`src/rtl/cpu_run_ctrl.sv`:
```
`timescale 1ns/1ps
// cpu_run_ctrl
//   Sequences one run of a monitored CPU. A start request pulses the CPU
//   reset low for HOLD_CYCLES cycles. The CPU is then released and its output
//   bus is watched until one of two things happens:
//   - a halt condition is seen, which ends in DONE;
//   - MAX_CYCLES run cycles elapse, which ends in TIMEOUT.
//   When both occur on the same cycle, DONE wins.
//   There are two halt conditions, selected by HALT_MODE:
//   - mode 0: op equals the HALT_OP signature;
//   - mode 1: op stays unchanged for STABLE_CYCLES consecutive run cycles.
//
// Ports
//   clk          : single clock, rising-edge
//   reset        : asynchronous, active-high reset of this block
//   start        : one-cycle run request, honoured in IDLE / DONE / TIMEOUT
//   op           : CPU output bus being monitored
//   cpu_reset_n  : CPU reset, active-low (high only while running)
//   running      : high while in RUN
//   done         : high while in DONE
//   timeout      : high while in TIMEOUT
//   cycle_count  : RUN cycles of the current / last run
//   change_count : op value changes seen during RUN, saturating
//   last_op      : op sampled on the terminating RUN cycle
module cpu_run_ctrl #(
  parameter int                  OP_WIDTH      = 32,
  parameter int                  CNT_W         = 16,
  parameter int                  HOLD_CYCLES   = 4,
  parameter int                  MAX_CYCLES    = 1024,
  parameter int                  HALT_MODE     = 0,
  parameter logic [OP_WIDTH-1:0] HALT_OP       = '1,
  parameter int                  STABLE_CYCLES = 8
) (
  input  logic                clk,
  input  logic                reset,
  input  logic                start,
  input  logic [OP_WIDTH-1:0] op,
  output logic                cpu_reset_n,
  output logic                running,
  output logic                done,
  output logic                timeout,
  output logic [CNT_W-1:0]    cycle_count,
  output logic [CNT_W-1:0]    change_count,
  output logic [OP_WIDTH-1:0] last_op
);

  typedef enum logic [2:0] {
    S_IDLE,
    S_HOLD,
    S_RUN,
    S_DONE,
    S_TIMEOUT
  } state_t;

  localparam logic [CNT_W-1:0] HOLD_LAST  = CNT_W'(HOLD_CYCLES - 1);
  localparam logic [CNT_W-1:0] MAX_CNT    = CNT_W'(MAX_CYCLES);
  localparam logic [CNT_W-1:0] STABLE_CNT = CNT_W'(STABLE_CYCLES);
  localparam logic [CNT_W-1:0] ONE        = CNT_W'(1);

  state_t              state;
  state_t              state_nxt;

  logic [CNT_W-1:0]    hold_cnt;
  logic [CNT_W-1:0]    stable_cnt;
  logic [OP_WIDTH-1:0] op_p0;

  logic                start_ok;
  logic                first_run;
  logic                op_changed;
  logic [CNT_W-1:0]    cyc_inc;
  logic [CNT_W-1:0]    stable_upd;
  logic                halt_hit;
  logic                limit_hit;
  logic                run_end;

  // Counter increment that sticks at all-ones instead of wrapping.
  function automatic logic [CNT_W-1:0] sat_inc(input logic [CNT_W-1:0] v);
    logic [CNT_W-1:0] r;
    if (v == '1) begin
      r = v;
    end else begin
      r = v + ONE;
    end
    return r;
  endfunction

  // Run-cycle evaluation: change detection, stability window, halt and limit
  always_comb begin
    start_ok  = start && ((state == S_IDLE) || (state == S_DONE) ||
                          (state == S_TIMEOUT));
    // cycle_count is cleared on the way into HOLD, so zero marks the first
    // RUN cycle, which has no previous op to compare against.
    first_run  = (cycle_count == '0);
    op_changed = !first_run && (op != op_p0);
    cyc_inc    = cycle_count + ONE;

    if (first_run || op_changed) begin
      stable_upd = ONE;
    end else begin
      stable_upd = stable_cnt + ONE;
    end

    if (HALT_MODE == 0) begin
      halt_hit = (op == HALT_OP);
    end else begin
      halt_hit = (stable_upd == STABLE_CNT);
    end

    limit_hit = (cyc_inc == MAX_CNT);
    run_end   = (state == S_RUN) && (halt_hit || limit_hit);
  end

  // Next-state logic
  always_comb begin
    state_nxt = state;
    case (state)
      S_IDLE, S_DONE, S_TIMEOUT: begin
        if (start_ok) begin
          state_nxt = S_HOLD;
        end
      end
      S_HOLD: begin
        if (hold_cnt == HOLD_LAST) begin
          state_nxt = S_RUN;
        end
      end
      S_RUN: begin
        // Halt is checked first so it takes priority over the limit.
        if (halt_hit) begin
          state_nxt = S_DONE;
        end else if (limit_hit) begin
          state_nxt = S_TIMEOUT;
        end
      end
      default: begin
        state_nxt = S_IDLE;
      end
    endcase
  end

  // State register
  always_ff @(posedge clk or posedge reset) begin
    if (reset) begin
      state <= S_IDLE;
    end else begin
      state <= state_nxt;
    end
  end

  // Registered status outputs, one-hot decoded from the upcoming state
  always_ff @(posedge clk or posedge reset) begin
    if (reset) begin
      cpu_reset_n <= 1'b0;
      running     <= 1'b0;
      done        <= 1'b0;
      timeout     <= 1'b0;
    end else begin
      cpu_reset_n <= (state_nxt == S_RUN);
      running     <= (state_nxt == S_RUN);
      done        <= (state_nxt == S_DONE);
      timeout     <= (state_nxt == S_TIMEOUT);
    end
  end

  // Counters and op capture (_p0: op registered on each RUN cycle)
  always_ff @(posedge clk or posedge reset) begin
    if (reset) begin
      hold_cnt     <= '0;
      stable_cnt   <= '0;
      cycle_count  <= '0;
      change_count <= '0;
      op_p0        <= '0;
      last_op      <= '0;
    end else begin
      if (start_ok) begin
        hold_cnt     <= '0;
        stable_cnt   <= '0;
        cycle_count  <= '0;
        change_count <= '0;
      end else if (state == S_HOLD) begin
        hold_cnt <= hold_cnt + ONE;
      end else if (state == S_RUN) begin
        cycle_count <= cyc_inc;
        stable_cnt  <= stable_upd;
        op_p0       <= op;
        if (op_changed) begin
          change_count <= sat_inc(change_count);
        end
        if (run_end) begin
          last_op <= op;
        end
      end
    end
  end

endmodule

```
`config.mk`:
```
export PLATFORM = sky130hd
export DESIGN_NAME = cpu_run_ctrl
export DESIGN_NICKNAME = d
export VERILOG_FILES = /design/src/rtl/cpu_run_ctrl.sv
export SDC_FILE = /design/constraint.sdc
export NUM_CORES = 1
export LEC_CHECK = 0
export CORE_MARGIN = 4
export CORE_UTILIZATION = 35
export CTS_CLUSTER_DIAMETER = 30
export CTS_CLUSTER_SIZE = 12
export DETAILED_ROUTE_END_ITERATION = 10
export PLACE_DENSITY = 0.64
export SYNTH_ARGS = -nofsm -noshare
export SYNTH_HDL_FRONTEND = slang
export SYNTH_SLANG_ARGS = --single-unit
```
`constraint.sdc`:
```
create_clock -name clk -period 10.65 [get_ports clk]
set_input_delay 2.6625 -clock clk [delete_from_list [all_inputs] [get_ports clk]]
set_output_delay 2.6625 -clock clk [all_outputs]
set_load 0.005 [all_outputs]
```
Word level (Yosys, flattened, before mapping)
Index checks and enable logic that the tools add are counted.
- input bits: 35
- bits in registers: 118
- output and inout bits: 68
- bitwise gates (word level): 2
- eq/ne operators: 14
- $add $sub $neg: 3
- multiplexer cells: 15
- reduce and logical (&&, ||, !) cells: 17
- operators by type and width (cell ; number):
    $mux 16 ; 10
    $add 16x1->16 const B ; 3
    $eq 32x32->1 const B ; 1
    $ne 32x32->1 ; 1
    $eq 16x11->1 const B ; 1
    $eq 16x16->1 const B ; 1
    $eq 16x2->1 const B ; 1
    $logic_not 16->1 ; 1
    $eq 3x2->1 const B ; 4
    $mux 3 ; 4
    $pmux 3 s3 ; 1
    $reduce_and 4->1 ; 2
    $eq 3x3->1 const B ; 2
    $reduce_bool 2->1 ; 3
    $ne 2x2->1 const B ; 2
    $eq 3x1->1 const B ; 1
    $logic_and 1x1->1 ; 3
    $logic_not 3->1 ; 1
    $logic_or 1x1->1 ; 3
    $reduce_and 3->1 ; 1
    $reduce_or 3->1 ; 1
    $not 1->1 ; 2
    $reduce_and 2->1 ; 1
    $logic_not 1->1 ; 1

Longest topological paths before layout
- word-level depth: 7
- depth in mapped cells: 9

Least setup slack after synthesis
OpenSTA, ideal clock, no wires.
- path kind: input port to flip-flop
- from: in op[23]
- to: reg change_count[13]
- cell stages on the path: 7
- arrival: 4258 ps
- path buffers: 1
- setup slack: 6314 ps
- required time: 10572 ps
- path through: xnor2_1 > nand4_1 > nor4_1 > a21oi_1 > buf_2 > a31o_2 > a21oi_1
- word-level cells in the longest chain between the ends: 4
- ends and longest elaborated chain (what ; line ; source):
    start: declaration ; 37 ; input logic [OP_WIDTH-1:0] op,
    $ne 32x32->1 ; 94 ; op_changed = !first_run && (op != op_p0);
    $logic_and 1x1->1 ; 94 ;
    $reduce_bool 2->1 (no line) ; -- ;
    $reduce_and 4->1 (no line) ; -- ;
    end signal: assignment ; 187 ; change_count <= sat_inc(change_count);
    end: declaration ; 43 ; output logic [CNT_W-1:0] change_count,
Every way passes these cells.
A chain may end at the register's enable or synchronous reset.

Final worst setup path
- from: in op[13]
- to: reg change_count[15]
The elaborated chain is that of the path after synthesis.

==> run summary <==
Area Overhead vs Synth - 29.4%
Worst Tran Pin Value - 1140 ps
Fillers - 1631
number of global-route vias before repair - 5118
Core Region - 17400 µm²
fin nets - 794
Highest Clock Rate - 192 MHz
worst reg2reg endpoint - last_op[6]
Hold Path Stages - 2
min cycle time layout - 5200 ps
WP data arrival - 5530 ps
R2R depth - 9
Yosys cell types - 52
area of placed instances - 7420 µm²
root buffer cell - clkbuf_16
Routed Antenna Nets - 0
Hold-fix buffers, CTS - 0
H-tree depth reported by CTS - 4
CTS tree - yes
Final Max Tran Viols - 0
final setup TNS - 0 ps
postcts setup bufs - 0
initial core utilization - 35.7%
initial DRC count - 392
1st-pass router iterations - 5
PD cells - 184 nW/µm²
Syn Inst Count - 669
RSZ-0062 raised after global routing - false
Synth Cell Area - 6200 µm²
Max-Cap Viols - 0
Hold Vio Cnt, Final - 0
via/cell ratio - 5.28
Die H - 141 µm
Tot Pwr - 1480 µW
Final setup viols - 0
leakage - 0.00354 µW
initial antenna violation count - 0
area of the die - 19900 µm²
status - complete, no violations
Critical Path Sink - change_count[15]
Post-synth ARST share - 100%
most used flip-flop cell after synthesis - dfrtp_1
count leader, synth - dfrtp_1
Detailed Place HPWL - 11.3 mm
Post-synth EDFFs - 0
Port Buffers - 102
critical path class - input port to register
Seq/Total Area, Yosys - 47.6%
RePlAce Congestion - 0.855
Hold Path Class - register to register
Inserted Diodes - 0
share of cells above drive strength 1 - 7.16%
GRT Util Overall - 17.6%
Worst slew margin - 23.9%
crit start category - input port
Die X - 141 µm
flop2flop setup slack - 7070 ps
cell taking the most area after synthesis - dfrtp_1
Post-Syn Nets - 708
largest cells by area after synthesis - dfrtp_1, nand2_1, xnor2_1
largest net degree at the start of global routing - 64
CTS Buffer Depth - 2
final WL - 16.7 mm
# resized after CTS - 0
#FFs+latches synth - 118
GR Overflow Total - 0
hold path start - op_p0[3]
DRC - 0
TritonCTS buffer count - 17
Yosys Warn Count - 0
IO Pins - 103
R2R Path Start - cycle_count[1]
CP Launch Point - op[13]
Worst Skew - 10.5 ps
VDD IR max - 134 µV
cell row count - 48
Setup crit end kind - register
Design Area, Final - 8020 µm²
first-pass GRT wire length - 28.1 mm
Mean Syn Cell Area - 9.27 µm²
Commonest cells post-synth - dfrtp_1, nand2_1, nand4_1
CP Max Fanout - 15
clock sink count - 118
drt wl/cell - 16.8 µm
Final period util - 48.8%
total number of vias - 5248
clk_lat worst skew - 410 ps
worst path required time - 10980 ps
share of the synthesized area in the top cell type - 47.6%
clk slew on worst S/H paths - 60 ps
-- worst min path at each step --
stage / end / slack (ps)
floorplan: op_p0[0] / 470
global placement: op_p0[1] / 480
detailed placement: op_p0[3] / 480
CTS: op_p0[3] / 500
global route: op_p0[1] / 510
finish: op_p0[3] / 490
-- metal layers --
layer | part of all wire, % | GRT usage, % | up-vias
li1 | - | - | 2528
met1 | 48 | 25.6 | 2558
met2 | 46 | 26.7 | 145
met3 | 4.6 | 3.56 | 17
met4 | 1.5 | 5.30 | 0
met5 | 0 | 0 | -
-- worst max-delay path, cell delays in order --
cell             delay [ps]
clkdlybuf4s50_1         570
xnor2_1                 160
nand4_1                 110
nor4_1                  930
a21oi_1                 610
nand4bb_1               290
mux2i_1                 190
-- report_power, final --
group	internal (µW)	switching [µW]
registers	527	66.9
clock network	359	214
logic	147	163
-- placed cells by master, fill, tap and decap left out, types with 11 or more instances in the layout --
cell / synthesis / final
and2_1: 19 / 19
nand2_1: 103 / 103
o21ai_0: 19 / 19
xor2_1: 17 / 17
nor2_1: 42 / 40
xnor2_1: 41 / 41
dfrtp_1: 118 / 118
clkdlybuf4s50_1: 0 / 102
nand3_1: 23 / 23
nand4b_1: 17 / 17
a21o_1: 15 / 15
buf_4: 4 / 11
inv_1: 40 / 39
o211ai_1: 32 / 32
clkbuf_16: 0 / 17
nand4_1: 47 / 47
-- state kept, by name, summed over array words and instances, names as in the netlist --
| signal | count |
|---|---|
| last_op | 32 |
| op_p0 | 32 |
| change_count | 16 |
| cycle_count | 16 |
| hold_cnt | 16 |
| state | 3 |
| done | 1 |
| running | 1 |
| timeout | 1 |
-- cell type report --
cell class / count / area [µm²] / share of cell area, %
Clock buffer: 19 / 453 / 5.65
Clock inverter: 13 / 149 / 1.86
Sequential cell: 118 / 2950 / 36.8
Inverter: 40 / 153 / 1.90
Tap cell: 225 / 282 / 3.51
Timing Repair Buffer: 113 / 1100 / 13.8
Multi-Input combinational cell: 465 / 2930 / 36.5
-- stage by stage --
step	setup WS [ps]	utilization [%]	hold WS (ps)	std cells
floorplan	4860	-	467	669
global placement	5080	42.7	480	961
detailed placement	5010	42.7	485	961
CTS	5410	46.2	499	993
global route	5130	46.2	514	993
finish	5450	46.2	495	993
-- cell families after synthesis --
kind of cell               count (synthesis)  share of synthesized area [%]
AOI/OAI and AO/OA                         99                           11.6
muxes                                      8                           1.31
xor gates and xnor gates                  58                           8.20
buffers and inverters                     86                           5.57
DFF                                      118                           47.6
and+or+nand+nor                          296                           24.8
adders and majority gates                  4                          0.807
(Power assumes the default switching activity.)
